===== src/rtl/vec_mem_sequencer_pkg.sv =====
// Shared definitions for the vector/scalar Avalon-MM data-port sequencer.
// Holds the FSM state encoding, the beat geometry (how many 32-bit Avalon
// beats make up one vector access) and the beat-index width.
package vec_mem_sequencer_pkg;

    localparam int VMS_ADDR_W     = 32;
    localparam int VMS_BEAT_W     = 32;
    localparam int VMS_VEC_W      = 128;
    localparam int VMS_BEATS      = VMS_VEC_W / VMS_BEAT_W;
    localparam int VMS_BEAT_IDX_W = $clog2(VMS_BEATS);

    typedef logic [VMS_BEAT_IDX_W-1:0] vms_beat_t;

    typedef enum logic [2:0] {
        IDLE    = 3'd0,
        RD_REQ  = 3'd1,
        RD_WAIT = 3'd2,
        WR_REQ  = 3'd3,
        DONE    = 3'd4
    } vms_state_t;

endpackage


===== src/rtl/vec_mem_sequencer.sv =====
// Avalon-MM data-port sequencer for the core's memory stage.
// Splits a scalar (1 beat) or vector (4 beats) load/store into single-word
// Avalon transfers, assembles 128-bit load data and stalls the pipeline until
// the access completes.
//
// Ports:
//   clk, rst                      core clock, synchronous active-high reset
//   mem_read, mem_write           requests from memory stage (write wins)
//   vector_op                     1 = 128-bit access, 0 = 32-bit access
//   addr, wdata                   base byte address and store data
//   rdata, rdata_valid            assembled load data, 1-cycle completion pulse
//   stall, busy                   hazard-unit stall (combinational), FSM active
//   avm_*                         Avalon-MM master (all outputs registered)
module vec_mem_sequencer
    import vec_mem_sequencer_pkg::*;
#(
    parameter int ADDR_W = VMS_ADDR_W,
    parameter int BEAT_W = VMS_BEAT_W,
    parameter int VEC_W  = VMS_VEC_W
) (
    input  logic              clk,
    input  logic              rst,
    input  logic              mem_read,
    input  logic              mem_write,
    input  logic              vector_op,
    input  logic [ADDR_W-1:0] addr,
    input  logic [VEC_W-1:0]  wdata,
    output logic [VEC_W-1:0]  rdata,
    output logic              rdata_valid,
    output logic              stall,
    output logic              busy,
    output logic [ADDR_W-1:0] avm_address,
    output logic              avm_read,
    output logic              avm_write,
    output logic [BEAT_W-1:0] avm_writedata,
    input  logic [BEAT_W-1:0] avm_readdata,
    input  logic              avm_waitrequest,
    input  logic              avm_readdatavalid
);

    vms_state_t        state_r,  state_s;
    vms_beat_t         beat_r,   beat_s;
    logic [ADDR_W-1:0] base_r,   base_s;
    logic [VEC_W-1:0]  wbuf_r,   wbuf_s;
    logic              vec_r,    vec_s;
    logic              load_r,   load_s;
    logic [VEC_W-1:0]  rdata_r,  rdata_s;
    logic              last_beat_s;

    logic [ADDR_W-1:0] avm_address_r, avm_address_s;
    logic [BEAT_W-1:0] avm_writedata_r, avm_writedata_s;
    logic              avm_read_r, avm_write_r, rdata_valid_r, busy_r;

    // Last beat of the current access: beat 0 for scalar, beat 3 for vector.
    always_comb begin
        if (vec_r) begin
            last_beat_s = (beat_r == VMS_BEAT_IDX_W'(VMS_BEATS - 1));
        end else begin
            last_beat_s = (beat_r == {VMS_BEAT_IDX_W{1'b0}});
        end
    end

    // Next-state, beat counter and latched-request logic.
    always_comb begin
        state_s = state_r;
        beat_s  = beat_r;
        base_s  = base_r;
        wbuf_s  = wbuf_r;
        vec_s   = vec_r;
        load_s  = load_r;
        rdata_s = rdata_r;
        case (state_r)
            IDLE: begin
                if (mem_write) begin
                    // Store takes priority when both requests are raised.
                    base_s  = addr & {{(ADDR_W-2){1'b1}}, 2'b00};
                    wbuf_s  = wdata;
                    vec_s   = vector_op;
                    load_s  = 1'b0;
                    beat_s  = {VMS_BEAT_IDX_W{1'b0}};
                    state_s = WR_REQ;
                end else if (mem_read) begin
                    base_s  = addr & {{(ADDR_W-2){1'b1}}, 2'b00};
                    wbuf_s  = wdata;
                    vec_s   = vector_op;
                    load_s  = 1'b1;
                    beat_s  = {VMS_BEAT_IDX_W{1'b0}};
                    rdata_s = {VEC_W{1'b0}};
                    state_s = RD_REQ;
                end else begin
                    state_s = IDLE;
                end
            end
            RD_REQ: begin
                if (!avm_waitrequest) begin
                    state_s = RD_WAIT;
                end else begin
                    state_s = RD_REQ;
                end
            end
            RD_WAIT: begin
                if (avm_readdatavalid) begin
                    rdata_s[BEAT_W*beat_r +: BEAT_W] = avm_readdata;
                    if (last_beat_s) begin
                        state_s = DONE;
                    end else begin
                        beat_s  = beat_r + VMS_BEAT_IDX_W'(1);
                        state_s = RD_REQ;
                    end
                end else begin
                    state_s = RD_WAIT;
                end
            end
            WR_REQ: begin
                if (!avm_waitrequest) begin
                    if (last_beat_s) begin
                        state_s = DONE;
                    end else begin
                        beat_s  = beat_r + VMS_BEAT_IDX_W'(1);
                        state_s = WR_REQ;
                    end
                end else begin
                    state_s = WR_REQ;
                end
            end
            DONE: begin
                // Request still visible here belongs to the finished access.
                beat_s  = {VMS_BEAT_IDX_W{1'b0}};
                state_s = IDLE;
            end
            default: begin
                beat_s  = {VMS_BEAT_IDX_W{1'b0}};
                state_s = IDLE;
            end
        endcase
    end

    // Avalon address/data for the beat the FSM will be presenting next cycle.
    always_comb begin
        avm_address_s   = base_s + ADDR_W'({beat_s, 2'b00});
        avm_writedata_s = wbuf_s[BEAT_W*beat_s +: BEAT_W];
    end

    // State, datapath and registered-output update.
    always_ff @(posedge clk) begin
        if (rst) begin
            state_r         <= IDLE;
            beat_r          <= {VMS_BEAT_IDX_W{1'b0}};
            base_r          <= {ADDR_W{1'b0}};
            wbuf_r          <= {VEC_W{1'b0}};
            vec_r           <= 1'b0;
            load_r          <= 1'b0;
            rdata_r         <= {VEC_W{1'b0}};
            avm_address_r   <= {ADDR_W{1'b0}};
            avm_writedata_r <= {BEAT_W{1'b0}};
            avm_read_r      <= 1'b0;
            avm_write_r     <= 1'b0;
            rdata_valid_r   <= 1'b0;
            busy_r          <= 1'b0;
        end else begin
            state_r       <= state_s;
            beat_r        <= beat_s;
            base_r        <= base_s;
            wbuf_r        <= wbuf_s;
            vec_r         <= vec_s;
            load_r        <= load_s;
            rdata_r       <= rdata_s;
            avm_read_r    <= (state_s == RD_REQ);
            avm_write_r   <= (state_s == WR_REQ);
            rdata_valid_r <= (state_s == DONE) && load_s;
            busy_r        <= (state_s != IDLE);
            if ((state_s == RD_REQ) || (state_s == WR_REQ)) begin
                avm_address_r   <= avm_address_s;
                avm_writedata_r <= avm_writedata_s;
            end else begin
                avm_address_r   <= avm_address_r;
                avm_writedata_r <= avm_writedata_r;
            end
        end
    end

    // Stall is the only combinational output: it must cover the IDLE accept
    // cycle and release in DONE so the pipeline advances exactly once.
    assign stall = ((state_r == IDLE) && (mem_read || mem_write)) ||
                   ((state_r != IDLE) && (state_r != DONE));

    assign rdata         = rdata_r;
    assign rdata_valid   = rdata_valid_r;
    assign busy          = busy_r;
    assign avm_address   = avm_address_r;
    assign avm_read      = avm_read_r;
    assign avm_write     = avm_write_r;
    assign avm_writedata = avm_writedata_r;

endmodule


===== config.mk =====
export PLATFORM = sky130hd
export DESIGN_NAME = vec_mem_sequencer
export DESIGN_NICKNAME = d
export VERILOG_FILES = /design/src/rtl/vec_mem_sequencer_pkg.sv /design/src/rtl/vec_mem_sequencer.sv
export SDC_FILE = /design/constraint.sdc
export NUM_CORES = 1
export LEC_CHECK = 0
export BUFFER_PORTS_ARGS = -buffer_cell sky130_fd_sc_hd__clkbuf_2
export CAP_MARGIN = 10
export CORE_MARGIN = 2
export CORE_UTILIZATION = 53
export DETAILED_ROUTE_END_ITERATION = 6
export PLACE_DENSITY_LB_ADDON = 0.12
export REMOVE_ABC_BUFFERS = 1
export SYNTH_ARGS = -nofsm -noshare
export SYNTH_HDL_FRONTEND = slang
export SYNTH_SLANG_ARGS = --single-unit

===== constraint.sdc =====
create_clock -name clk -period 4.55 [get_ports clk]
set_input_delay 0.91 -clock clk [delete_from_list [all_inputs] [get_ports clk]]
set_output_delay 0.91 -clock clk [all_outputs]
set_load 0.01 [all_outputs]

Word level (Yosys, flattened, before mapping). Cells that the tools add are included.

Register bits: 363. Bits of input ports: 199. Output and inout bits: 197. Logic and storage cells: 75.

$add $sub $neg: 3. Shift-type cells: 3. Reductions and logical operators: 14. Muxes and demuxes: 31. Eq/ne operators: 11.

Operators with widths (count): 128-bit 2-to-1 mux (6); 128-bit case mux with 2 select lines (1); 128-bit bitwise mux (1); 32-bit by 34-bit variable shift with 128-bit output, first input constant (1); 128-bit by 8-bit indexed part select with 32-bit output (1); 32-bit by 34-bit indexed part select with 128-bit output (1); 32-bit 2-to-1 mux (3); 7-bit negation with 34-bit output (1); 32-bit by 4-bit adder with 32-bit output (1); 2-bit 2-to-1 mux (7); 3-bit 2-to-1 mux (4); 3-bit case mux with 4 select lines (1); 3-bit by 2-bit == test with 1-bit output, second input constant (3); 2-bit case mux with 4 select lines (1); 1-bit 2-to-1 mux (7); 3-bit by 1-bit == test with 1-bit output, second input constant (2); 2-bit != test, second input constant (3); 3-bit nonzero test (2); 4-bit AND reduction (1); 2-bit nonzero test (2); 3-bit == test, second input constant (1); 1-bit logical AND (3); 3-bit zero test (1); 1-bit logical OR (3); 5 further kinds (5).

Longest topological paths before layout.
Depth after elaboration: 7. Depth in mapped cells: 17. Depth with buffers taken out: 13.

Worst setup path after synthesis. Ideal clock, no wire load.

Path type: input to register. From: in mem_read. To: reg avm_address_r[29], in the netlist avm_address[29]. Buffers on the path: 2. Stages: 13. Arrival time: 3.731 ns. Setup time: 0.061 ns. Path slack: 0.758 ns. Data required time: 4.489 ns. Cell sequence: or2_2 > nand2_1 > clkbuf_1 > clkbuf_1 > nand2_1 > nand2_1 > ha_1 > a21oi_1 > nor4bb_1 > a22oi_1 > a21oi_2 > a2111oi_0 > a311o_1.

Elaborated cells on any way between the ends: 13. Classes of those cells: 1 x add/sub; 2 x eq/ne; 9 x mux; 1 x reduce/logical.

RTL lines: start: declaration (RTL line vec_mem_sequencer.sv:23) `input logic mem_read,`; 32-bit 2-to-1 mux (RTL line vec_mem_sequencer.sv:82) `end else if (mem_read) begin`; 32-bit 2-to-1 mux (RTL line vec_mem_sequencer.sv:74) `if (mem_write) begin`; 32-bit 2-to-1 mux (RTL line vec_mem_sequencer.sv:72) `case (state_r)`; via base_s[3] (RTL line vec_mem_sequencer.sv:43) `logic [ADDR_W-1:0] base_r, base_s;`; 32-bit by 4-bit adder with 32-bit output (RTL line vec_mem_sequencer.sv:140) `avm_address_s = base_s + ADDR_W'({beat_s, 2'b00});`; end signal: assignment (RTL line vec_mem_sequencer.sv:154) `avm_address_r <= {ADDR_W{1'b0}};`; end signal: assignment (RTL line vec_mem_sequencer.sv:173) `avm_address_r <= avm_address_s;`; end signal: assignment (RTL line vec_mem_sequencer.sv:176) `avm_address_r <= avm_address_r;`; end: declaration (RTL line vec_mem_sequencer.sv:50) `logic [ADDR_W-1:0] avm_address_r, avm_address_s;`.

The timed path passes the listed nets, and every way through them passes these cells. A chain may end at the register's enable or synchronous reset.

Worst setup path after layout.
From: reg beat_r[0]. To: reg avm_address_r[26], in the netlist avm_address[26].

Cells in the longest elaborated chain, start to end: 7. Elaborated cells on any way between the ends: 19. Classes of those cells: 2 x add/sub; 3 x eq/ne; 12 x mux; 2 x reduce/logical.

RTL lines: start: declaration (RTL line vec_mem_sequencer.sv:42) `vms_beat_t beat_r, beat_s;`; start signal: assignment (RTL line vec_mem_sequencer.sv:148) `beat_r <= {VMS_BEAT_IDX_W{1'b0}};`; start signal: assignment (RTL line vec_mem_sequencer.sv:162) `beat_r <= beat_s;`; parallel branches: the longest is 7 deep, another holds 32-bit by 4-bit adder with 32-bit output.

Several ways; the timed one is not identified.

==> impl_metrics.py <==
metrics = {
    "route": {
        "viasPerCell": 5.630,
        "wl_per_cell_um": 17.49,
        "first_pass_iters": 6,
        "routed_wirelength_um": 44040,
        "drc": 0,
        "postRouteAntennaNets": 0,
        "drt_iter0_drc": 1042,
        "vias": 14180,
    },
    "pwr": {
        "vdd_drop_max_mv": 0.3560,
        "internal_power_w": 0.005966,
        "leakagePower_nw": 7.645,
        "power_density_nw_per_um2": 455.8,
        "switchingPower_w": 0.002492,
        "switching_share_pct": 29.46,
        "power_frac_seq_pct": 43.1,
        "clockPowerShare_pct": 37.3,
        "combPwrFrac_pct": 19.6,
    },
    "setup_path": {
        "crit_path_max_incr_delay_ps": 670,
        "rrSetupSlack_ps": 710,
        "cp-start-kind": "flip-flop",
        "crit_fanout": 26,
        "critPathBufInv": 2,
        "cp-end-kind": "flip-flop",
        "timing.rr.start": "beat_r[0]",
        "required_ps": 4950,
        "slowest_stage": "fa_1",
        "cp_cell_sequence": "inv_1, ha_1, mux2_2, o311ai_2, nand3_2, buf_4, fa_1, and3_1, a32o_2, o21ai_0, xnor2_1, o21ai_0",
        "critPathMostFrequentCell": "o21ai_0",
        "critPathKind": "reg -> reg",
        "rr_worst_depth": 12,
        "r2r-end": "avm_address[26]",
        "worstPathArrival_ps": 4230,
        "critPathTopFamily": "adder cells",
    },
    "floorplan": {
        "start_util_pct": 54.08,
        "die_h_um": 172.8,
        "die_x_um": 172.8,
        "core_um2": 27930,
        "rows": 61,
        "io_pins": 396,
        "die_area_um2": 29870,
    },
    "placed_design": {
        "dp_hpwl_um": 28310,
        "postPlaceCellArea_um2": 17240,
        "dp_cells": 2441,
        "gp_congestion": 0.8418,
        "io_buffers": 393,
        "pre_cts_slack_ps": 736.4,
    },
    "final_layout": {
        "drive_gt1_share_pct": 25.36,
        "stdcell_count": 2518,
        "nets": 2312,
        "stdcell_area_um2": 18560,
        "area_delta_synth_final_pct": 22.84,
        "fillCellCount": 2440,
    },
    "timing": {
        "holdWs_ps": 446.7,
        "setup-tns-final_ps": 0,
        "slew_headroom_pct": 34.83,
        "fmax_ghz": 0.2607,
        "setup_slack_ps": 714.7,
        "finalHoldViolations": 0,
        "min_period_ps": 3835,
        "grt_setup_unrepaired": "no",
        "worstMarginPinSlew_ps": 977.6,
        "post-route-period-util_pct": 84.29,
        "skew_ps": 13.08,
        "setup_viol": 0,
        "drv_slew": 0,
    },
    "grt": {
        "globalRoute.totalOverflow": 0,
        "antenna_found_initial": 7,
        "grt_pass1_vias": 13630,
        "grt_max_degree": 173,
        "grt_usage_pct": 28.21,
        "grt_pass1_wl_um": 70210,
    },
    "hold_path": {
        "min_from": "rdata[0]",
        "hold_path_depth": 2,
        "hp-class": "reg -> reg",
        "whs_endpoint": "rdata[0]",
    },
    "clock_tree": {
        "clkLatencyLatePin_ps": 520,
        "postCtsSetupBuffers": 0,
        "clockRootBuffer": "clkbuf_16",
        "cts_tree": "yes",
        "cts-resized-gates": 0,
        "cts_hold_buf": 0,
        "cts_buffers": 39,
        "cts.sinks": 363,
        "cts_max_path_buffers": 3,
        "htree_levels": 2,
        "clkTransAtPathRegs_ps": 60,
    },
    "job": {
        "maxCapViolCount": 0,
    },
    "outcome": {
        "outcome": "completed",
    },
    "logic_synthesis": {
        "synth_warnings": 0,
        "ys_seq_elements": 363,
        "synth_area_um2": 15110,
        "ys_seq_area_share_pct": 48.11,
        "syn-instance-count": 1786,
        "avgSynthCellArea_um2": 8.458,
        "async_flop_share_pct": 0,
        "synth_ff_type": "dfxtp_1",
        "synth.distinct_cells": 69,
        "synth-edff-count": 0,
    },
}
[layer usage]
metal / vias up / GRT usage (%) / share of wire (%)
li1: 6883 / - / -
met2: 508 / 46.77 / 47
met5: - / 0 / 0
met1: 6696 / 35.47 / 41
met4: 0 / 11.23 / 3.5
met3: 90 / 6.750 / 7.8
[per-stage QoR]
| stage | util [%] | total power, W |
|---|---|---|
| 6_report | 66.43 | 0.008458 |
| 5_1_grt | 66.43 | 0.008851 |
| 4_1_cts | 66.37 | 0.008505 |
| 3_5_place_dp | 61.73 | 0.005358 |
| 3_3_place_gp | 61.73 | 0.005317 |
| 2_1_floorplan | - | 0.004725 |
[cells in the mapped netlist (14+ instances only)]
cell type  instances  area (um2)
mux2_2            30       337.8
o21ai_0           17       85.08
a22oi_1          117       878.3
a211o_1           31       271.5
mux2i_1           59       590.6
nor3b_1           15       112.6
nor2_1           187       701.9
a211oi_1          14       105.1
a21oi_1          222        1111
nand2_1          355        1333
clkbuf_1          94       352.8
buf_2             36       180.2
nand3_1           58       290.3
dfxtp_1          363        7267
[tightest hold or removal path, stage by stage (launching register included)]
cell     delay, ps
dfxtp_1        310
nand2_1         50
a21oi_1         50
[cells in the final DEF, fill, tap and decap left out, types with 4 or more instances in the layout]
cell type	instances
a2111oi_0	6
a211o_1	31
a211oi_1	14
a21oi_1	221
a22oi_1	117
a311o_1	6
a31oi_1	10
and3_1	12
and4_1	7
buf_4	26
clkbuf_1	9
clkbuf_16	41
clkbuf_2	392
clkbuf_8	12
clkinv_2	5
dfxtp_1	363
diode_2	7
ha_1	8
inv_1	5
mux2_2	30
mux2i_1	59
nand2_1	354
nand3_1	58
nand3b_1	11
nand4_1	9
nor2_1	186
nor2b_1	6
nor3_1	6
nor3b_1	15
o211ai_1	9
o21ai_0	17
o21ai_2	5
o311ai_0	4
or2_2	6
or3_1	6
xnor2_1	9
xor2_1	4
[logic make-up (layout without fill, tap and decap cells)]
kind of cell | count (synthesis) | after routing | synth area share [%]
fa+ha+maj | 9 | 9 | 0.7952
compound gates | 462 | 462 | 19.54
flops | 363 | 363 | 48.11
xor+xnor | 13 | 13 | 0.7538
other cells | 0 | 7 | 0
mux | 92 | 92 | 6.370
simple gates | 698 | 698 | 20.24
buf+inv | 149 | 496 | 4.199
[worst max path at each step]
stage	startpoint	to	slack, ps	cells after the start
floorplan	avm_readdatavalid	avm_address[14]	-2700	11
global route	beat_r[0]	avm_address[31]	500	12
CTS	beat_r[0]	avm_address[26]	720	12
finish	beat_r[0]	avm_address[26]	710	12
detailed placement	beat_r[0]	avm_address[26]	740	12
global placement	beat_r[0]	avm_address[26]	730	12
[layout make-up]
cell class	instances	area [um2]	share of cell area, %
Multi-Input combinational cell	1274	7273	39.20
Clock buffer	62	1225	6.601
Antenna cell	7	17.52	0.09440
Tap cell	378	473.0	2.549
Timing Repair Buffer	421	2212	11.92
Clock inverter	8	70.07	0.3776
Sequential cell	363	7267	39.16
Inverter	5	18.77	0.1011
[power groups by stage]
stage	sequential (W)	clock, W	combinational, W
floorplan	0.00372	0	0.00100
global placement	0.00370	0	0.00162
detailed placement	0.00371	0	0.00165
CTS	0.00364	0.00321	0.00166
global route	0.00368	0.00335	0.00183
finish	0.00365	0.00316	0.00166
[flip-flops by register name, summed over array words and instances (netlist names)]
name	flops
avm_address	32
avm_read	1
avm_write	1
avm_writedata	32
base_r	32
beat_r	2
busy	1
load_r	1
rdata	128
rdata_valid	1
state_r	3
vec_r	1
wbuf_r	128
(Power assumes the default switching activity.)
